==> config.mk <==
export PLATFORM = sky130hd
export DESIGN_NAME = mem_wb_stage
export DESIGN_NICKNAME = d
export VERILOG_FILES = /design/src/rtl/mem_wb_stage.sv
export SDC_FILE = /design/constraint.sdc
export NUM_CORES = 1
export LEC_CHECK = 0
export BUFFER_PORTS_ARGS = -buffer_cell sky130_fd_sc_hd__buf_2
export CAP_MARGIN = 20
export CORE_MARGIN = 2
export CORE_UTILIZATION = 55
export DETAILED_ROUTE_END_ITERATION = 10
export PLACE_DENSITY = 0.87
export SETUP_SLACK_MARGIN = 0.05
export SLEW_MARGIN = 10
export SYNTH_ARGS = -nofsm -noshare
export SYNTH_HDL_FRONTEND = slang
export SYNTH_SLANG_ARGS = --single-unit
==> constraint.sdc <==
create_clock -name clk -period 3.3 [get_ports clk]
set_input_delay 0.33 -clock clk [delete_from_list [all_inputs] [get_ports clk]]
set_output_delay 0.33 -clock clk [all_outputs]
set_load 0.02 [all_outputs]
==> src/rtl/mem_wb_stage.sv <==
// MEM/WB pipeline register and writeback formatter: holds one memory-stage result, formats load data and drives the register file write port.
// Optional retired-instruction counter enabled by defining WB_RETIRE_CNT_EN.
module mem_wb_stage #(
  parameter int DW    = 32,
  parameter int AW    = 5,
  parameter int CNT_W = 32
) (
  input  logic          clk,
  input  logic          rst,
  input  logic          in_valid,
  output logic          in_ready,
  input  logic          in_wen,
  input  logic [AW-1:0] in_waddr,
  input  logic [DW-1:0] in_alu,
  input  logic [2:0]    in_ltype,
  input  logic [DW-1:0] in_rdata,
  input  logic [1:0]    in_boff,
  input  logic          stall,
  input  logic          flush,
  output logic          wen,
  output logic [AW-1:0] wadd,
  output logic [DW-1:0] wdata,
  output logic          adel,
  output logic          fwd_valid,
  output logic [AW-1:0] fwd_addr,
  output logic [DW-1:0] fwd_data
`ifdef WB_RETIRE_CNT_EN
  ,
  output logic [CNT_W-1:0] retire_cnt
`endif
);

  localparam logic [2:0] LT_LB  = 3'd1;
  localparam logic [2:0] LT_LBU = 3'd2;
  localparam logic [2:0] LT_LH  = 3'd3;
  localparam logic [2:0] LT_LHU = 3'd4;
  localparam logic [2:0] LT_LW  = 3'd5;

  logic          valid_r;
  logic          wen_r;
  logic [AW-1:0] waddr_r;
  logic [DW-1:0] alu_r;
  logic [2:0]    ltype_r;
  logic [DW-1:0] rdata_r;
  logic [1:0]    boff_r;

  logic          adel_s;
  logic          wen_s;
  logic [DW-1:0] wdata_s;

  function automatic logic is_misaligned(input logic [2:0] lt, input logic [1:0] bo);
    logic bad;
    case (lt)
      LT_LH, LT_LHU: bad = bo[0];
      LT_LW:         bad = (bo != 2'b00);
      default:       bad = 1'b0;
    endcase
    return bad;
  endfunction

  // Little-endian lane select; halfword lane comes from boff[1] only, so a misaligned
  // halfword still formats the enclosing lane even though it is never written.
  function automatic logic [DW-1:0] fmt_wdata(input logic [2:0] lt, input logic [1:0] bo,
                                              input logic [DW-1:0] alu, input logic [DW-1:0] rd);
    logic [7:0]    b;
    logic [15:0]   h;
    logic [DW-1:0] res;
    b = rd[{bo, 3'b000} +: 8];
    h = bo[1] ? rd[31:16] : rd[15:0];
    case (lt)
      LT_LB:   res = {{(DW-8){b[7]}}, b};
      LT_LBU:  res = {{(DW-8){1'b0}}, b};
      LT_LH:   res = {{(DW-16){h[15]}}, h};
      LT_LHU:  res = {{(DW-16){1'b0}}, h};
      LT_LW:   res = rd;
      default: res = alu;
    endcase
    return res;
  endfunction

  // Pipeline register: flush beats stall, stall beats capture; a bubble only drops valid.
  always_ff @(posedge clk or negedge rst) begin
    if (!rst) begin
      valid_r <= 1'b0;
      wen_r   <= 1'b0;
      waddr_r <= {AW{1'b0}};
      alu_r   <= {DW{1'b0}};
      ltype_r <= 3'd0;
      rdata_r <= {DW{1'b0}};
      boff_r  <= 2'd0;
    end else if (flush) begin
      valid_r <= 1'b0;
    end else if (stall) begin
      valid_r <= valid_r;
    end else if (in_valid) begin
      valid_r <= 1'b1;
      wen_r   <= in_wen;
      waddr_r <= in_waddr;
      alu_r   <= in_alu;
      ltype_r <= in_ltype;
      rdata_r <= in_rdata;
      boff_r  <= in_boff;
    end else begin
      valid_r <= 1'b0;
    end
  end

  // Writeback qualification and data formatting from the held instruction.
  always_comb begin
    adel_s  = 1'b0;
    wen_s   = 1'b0;
    wdata_s = fmt_wdata(ltype_r, boff_r, alu_r, rdata_r);
    if (valid_r) begin
      adel_s = is_misaligned(ltype_r, boff_r);
    end else begin
      adel_s = 1'b0;
    end
    if (valid_r && wen_r && (waddr_r != {AW{1'b0}}) && !stall && !adel_s) begin
      wen_s = 1'b1;
    end else begin
      wen_s = 1'b0;
    end
  end

  assign in_ready  = ~stall;
  assign wen       = wen_s;
  assign wadd      = waddr_r;
  assign wdata     = wdata_s;
  assign adel      = adel_s;
  assign fwd_valid = wen_s;
  assign fwd_addr  = waddr_r;
  assign fwd_data  = wdata_s;

`ifdef WB_RETIRE_CNT_EN
  logic [CNT_W-1:0] retire_cnt_r;

  // Counts every instruction leaving the stage, including non-writing ones; wraps naturally.
  always_ff @(posedge clk or negedge rst) begin
    if (!rst) begin
      retire_cnt_r <= {CNT_W{1'b0}};
    end else if (valid_r && !stall && !flush && !adel_s) begin
      retire_cnt_r <= retire_cnt_r + {{(CNT_W-1){1'b0}}, 1'b1};
    end else begin
      retire_cnt_r <= retire_cnt_r;
    end
  end

  assign retire_cnt = retire_cnt_r;
`endif

endmodule

==> summary.txt <==
Status
  – Status: finished, final reports clean

Power and ir drop
  – Gate power share: a little under half
  – Pint: 2.22 mW
  – P_leak: ~2.5 nW
  – NetSw: 1.64 mW
  – Worst vdd ir: roughly 370 uV
  – Pwr Density: 727 nW/um^2
  – Net Sw Frac: between 40% and 50%
  – Clock network fraction of total power: 20.5%
  – Overall power: a little under 4 mW
  – Seq pwr share: about a third

Floorplanning
  – FP Rows: 33
  – Core area: 8130 sq um
  – Die W: 95.1 um
  – Die ar.: approximately 9000 sq um
  – I/O Pins: around 160
  – Die extent in y: around 95 um
  – Initial core utilization: a little under three fifths

Clocking
  – Post-CTS Setup Bufs: 0
  – Clk sink count: 76
  – Root Driver: clkbuf_8
  – Clock slew at reported path FFs: 0.09 ns
  – Total CTS buffers: 9
  – CTS tree: done
  – CTS resizes: 0
  – Worst skew pair latency: between 0.3 and 0.4 ns
  – Htree depth: 3
  – CTS max path bufs: 2
  – Hold bufs inserted after CTS: 0

STA
  – Hold Violations, Final: 0
  – Final setup violation count: 0
  – RSZ-0062 raised after global routing: no
  – Tcrit/Tclk final: between 90% and 100%
  – Final-report max-slew violation count: 0
  – Post-layout min period: around 3.0 ns
  – Max-slew headroom: about 37%
  – Worst slew pin tran: between 0.9 and 1 ns
  – Post-route setup TNS: 0 ns
  – Highest clock rate: 334 MHz
  – Clk_skew: 0 ns
  – Minimum hold slack: between 0.1 and 0.15 ns
  – Final worst slack: 0.305 ns

Route
  – Final ANT Viol Nets: 0
  – Residual DRC: 0
  – Vias per cell: 5.66
  – DR pass1 iterations: 5
  – Routed WL: 11.2 mm
  – DR vias: 3762
  – Wirelength per Cell: about 17 um
  – Initial DRC count: ~300

Placed design
  – Setup WS pre-CTS: about 0.70 ns
  – # port buffers: about 160
  – RePlAce Congestion: 0.883
  – Placed wire-length estimate: around 8.3 mm

Finish
  – Share of cells above drive strength 1: approximately half
  – Fin nets: approximately 640
  – Ant. Diodes: 0
  – Fill cells: between 600 and 700
  – Area grow syn2layout: 16.5%

Setup path
  – CP Max Fanout: 15
  – CP arrival: about 2.7 ns
  – WP data required: just under 3 ns
  – Element type at the critical path end: output pin
  – CP startpoint kind: register
  – WS Path Type: register to output pin
  – R2R depth: 2

Yosys
  – Ranking of synthesized cells by area: dfrtp_1 (42%), mux2_2 (19%), buf_4 (6.2%), mux2i_1 (3.9%), nand2_1 (3.9%)
  – Synthesis-stage register bit count: 76
  – Register area share after synthesis: a little over two fifths
  – Share of the synthesized area in the top cell type: 41.6%
  – Largest area contributor in the netlist: dfrtp_1
  – Syn Area/Cell: 10.1 sq um
  – Netlist area before placement: 4570 sq um
  – Syn Inst Count: 450
  – Mapped Nets: 530
  – YS warnings: 0
  – Library cells used by synthesis: 36

Global routing
  – Vias in the first global route: about 3500
  – Global route overflow: 0
  – Global-route wire length before repair: approximately 18 mm
  – Pin count of the biggest net entering global routing: between 70 and 80
  – GRT Total Usage: roughly a quarter
  – Antenna violations before repair: 0

Job
  – Number of max-cap violations: 0

Min path
  – Worst hold path class: primary input to asynchronous set/reset pin
-- cells in the mapped netlist, drive strengths merged --
cell and n:
a2111oi 1, a21oi 26, a221o 2, a221oi 2
a22oi 2, a31oi 1, and2 4, and2b 1
and3 5, buf 63, clkbuf 8, dfrtp 76
inv 3, mux2 76, mux2i 18, mux4 7
nand2 48, nand2b 2, nand3 10, nor2 27
nor2b 7, nor3 4, nor3b 1, o21ai 46
o22ai 2, o31ai 7, or2 1
-- power groups by stage --
stage	clock network, mW	registers, mW	logic, mW
after global placement	0	1.33	1.71
after global routing	0.853	1.35	1.88
after floorplan	0	1.24	1.50
after CTS	0.811	1.32	1.75
final	0.794	1.33	1.74
after detailed placement	0	1.34	1.74
-- cell usage in the layout, fill, tap and decap left out, types with 2 or more instances in the layout --
cell | Yosys | final
a21oi_1 | 25 | 25
a221o_1 | 2 | 2
a221oi_1 | 2 | 2
and2_1 | 4 | 4
and3_1 | 5 | 5
buf_2 | 21 | 156
buf_4 | 38 | 9
bufinv_16 | 0 | 2
clkbuf_8 | 0 | 9
clkinvlp_4 | 0 | 2
dfrtp_1 | 76 | 76
inv_1 | 3 | 3
inv_6 | 0 | 2
mux2_2 | 76 | 76
mux2i_1 | 18 | 18
mux4_2 | 7 | 7
nand2_1 | 47 | 47
nand2b_1 | 2 | 2
nand3_1 | 10 | 10
nor2_1 | 27 | 27
nor2b_1 | 7 | 7
nor3_1 | 4 | 4
o21ai_0 | 35 | 35
o21ai_1 | 11 | 11
o31ai_1 | 7 | 7
-- flip-flops by register name (all words and copies together) (netlist names) --
register,count
alu_r,32
wen_r,1
ltype_r,3
valid_r,1
boff_r,2
fwd_addr,5
rdata_r,32
-- final timing paths --
check | slack (ns) | to | startpoint
setup / recovery | 0.31 | wdata[28] | boff_r[0]
min in group clk | 0.16 | valid_r | flush
hold reg to reg | 0.52 | alu_r[25] | alu_r[25]
max in group asynchronous | 2.57 | alu_r[11] | rst
setup reg to reg | 1.88 | ltype_r[2] | ltype_r[2]
hold / removal | 0.11 | alu_r[24] | rst
-- critical path, stage by stage (launching register included) --
cell	delay (ns)
dfrtp_1	0.64
mux2i_1	0.27
mux2_2	0.22
a21oi_2	0.08
a22oi_2	0.63
o21ai_0	0.26
buf_2	0.21
-- cell type report --
class / instances / area, sq um / share of cell area [%]
clock buffers: 9 / 124 / 2.33
clock inverters: 7 / 97.6 / 1.83
inverters: 3 / 11.3 / 0.212
multi-input cells: 300 / 2200 / 41.4
flip-flops and latches: 76 / 1900 / 35.8
well taps: 105 / 131 / 2.47
repair buffers: 165 / 848 / 15.9
-- routing by layer --
layer	track usage [%]	vias to the layer above	part of all wire (%)
met4	7.25	0	1.3
met2	43.1	181	49
met1	32.8	1799	42
li1	-	1766	-
met3	5.69	16	7.4
met5	0	-	0
-- metrics by stage --
step                      util [%]  instance area (sq um)  std cells
after floorplan                  -                   4570        450
after global placement        62.7                   5100        649
after detailed placement      62.7                   5100        649
after CTS                     65.4                   5320        665
after global routing          65.4                   5320        665
final                         65.4                   5320        665
-- logic make-up after synthesis --
kind of cell,share of synthesized area (%)
and+or+nand+nor,10.7
DFF,41.6
AOI/OAI and AO/OA,11.3
buffers and inverters,10.2
muxes,26.1
Power figures use the tool's default switching activity.
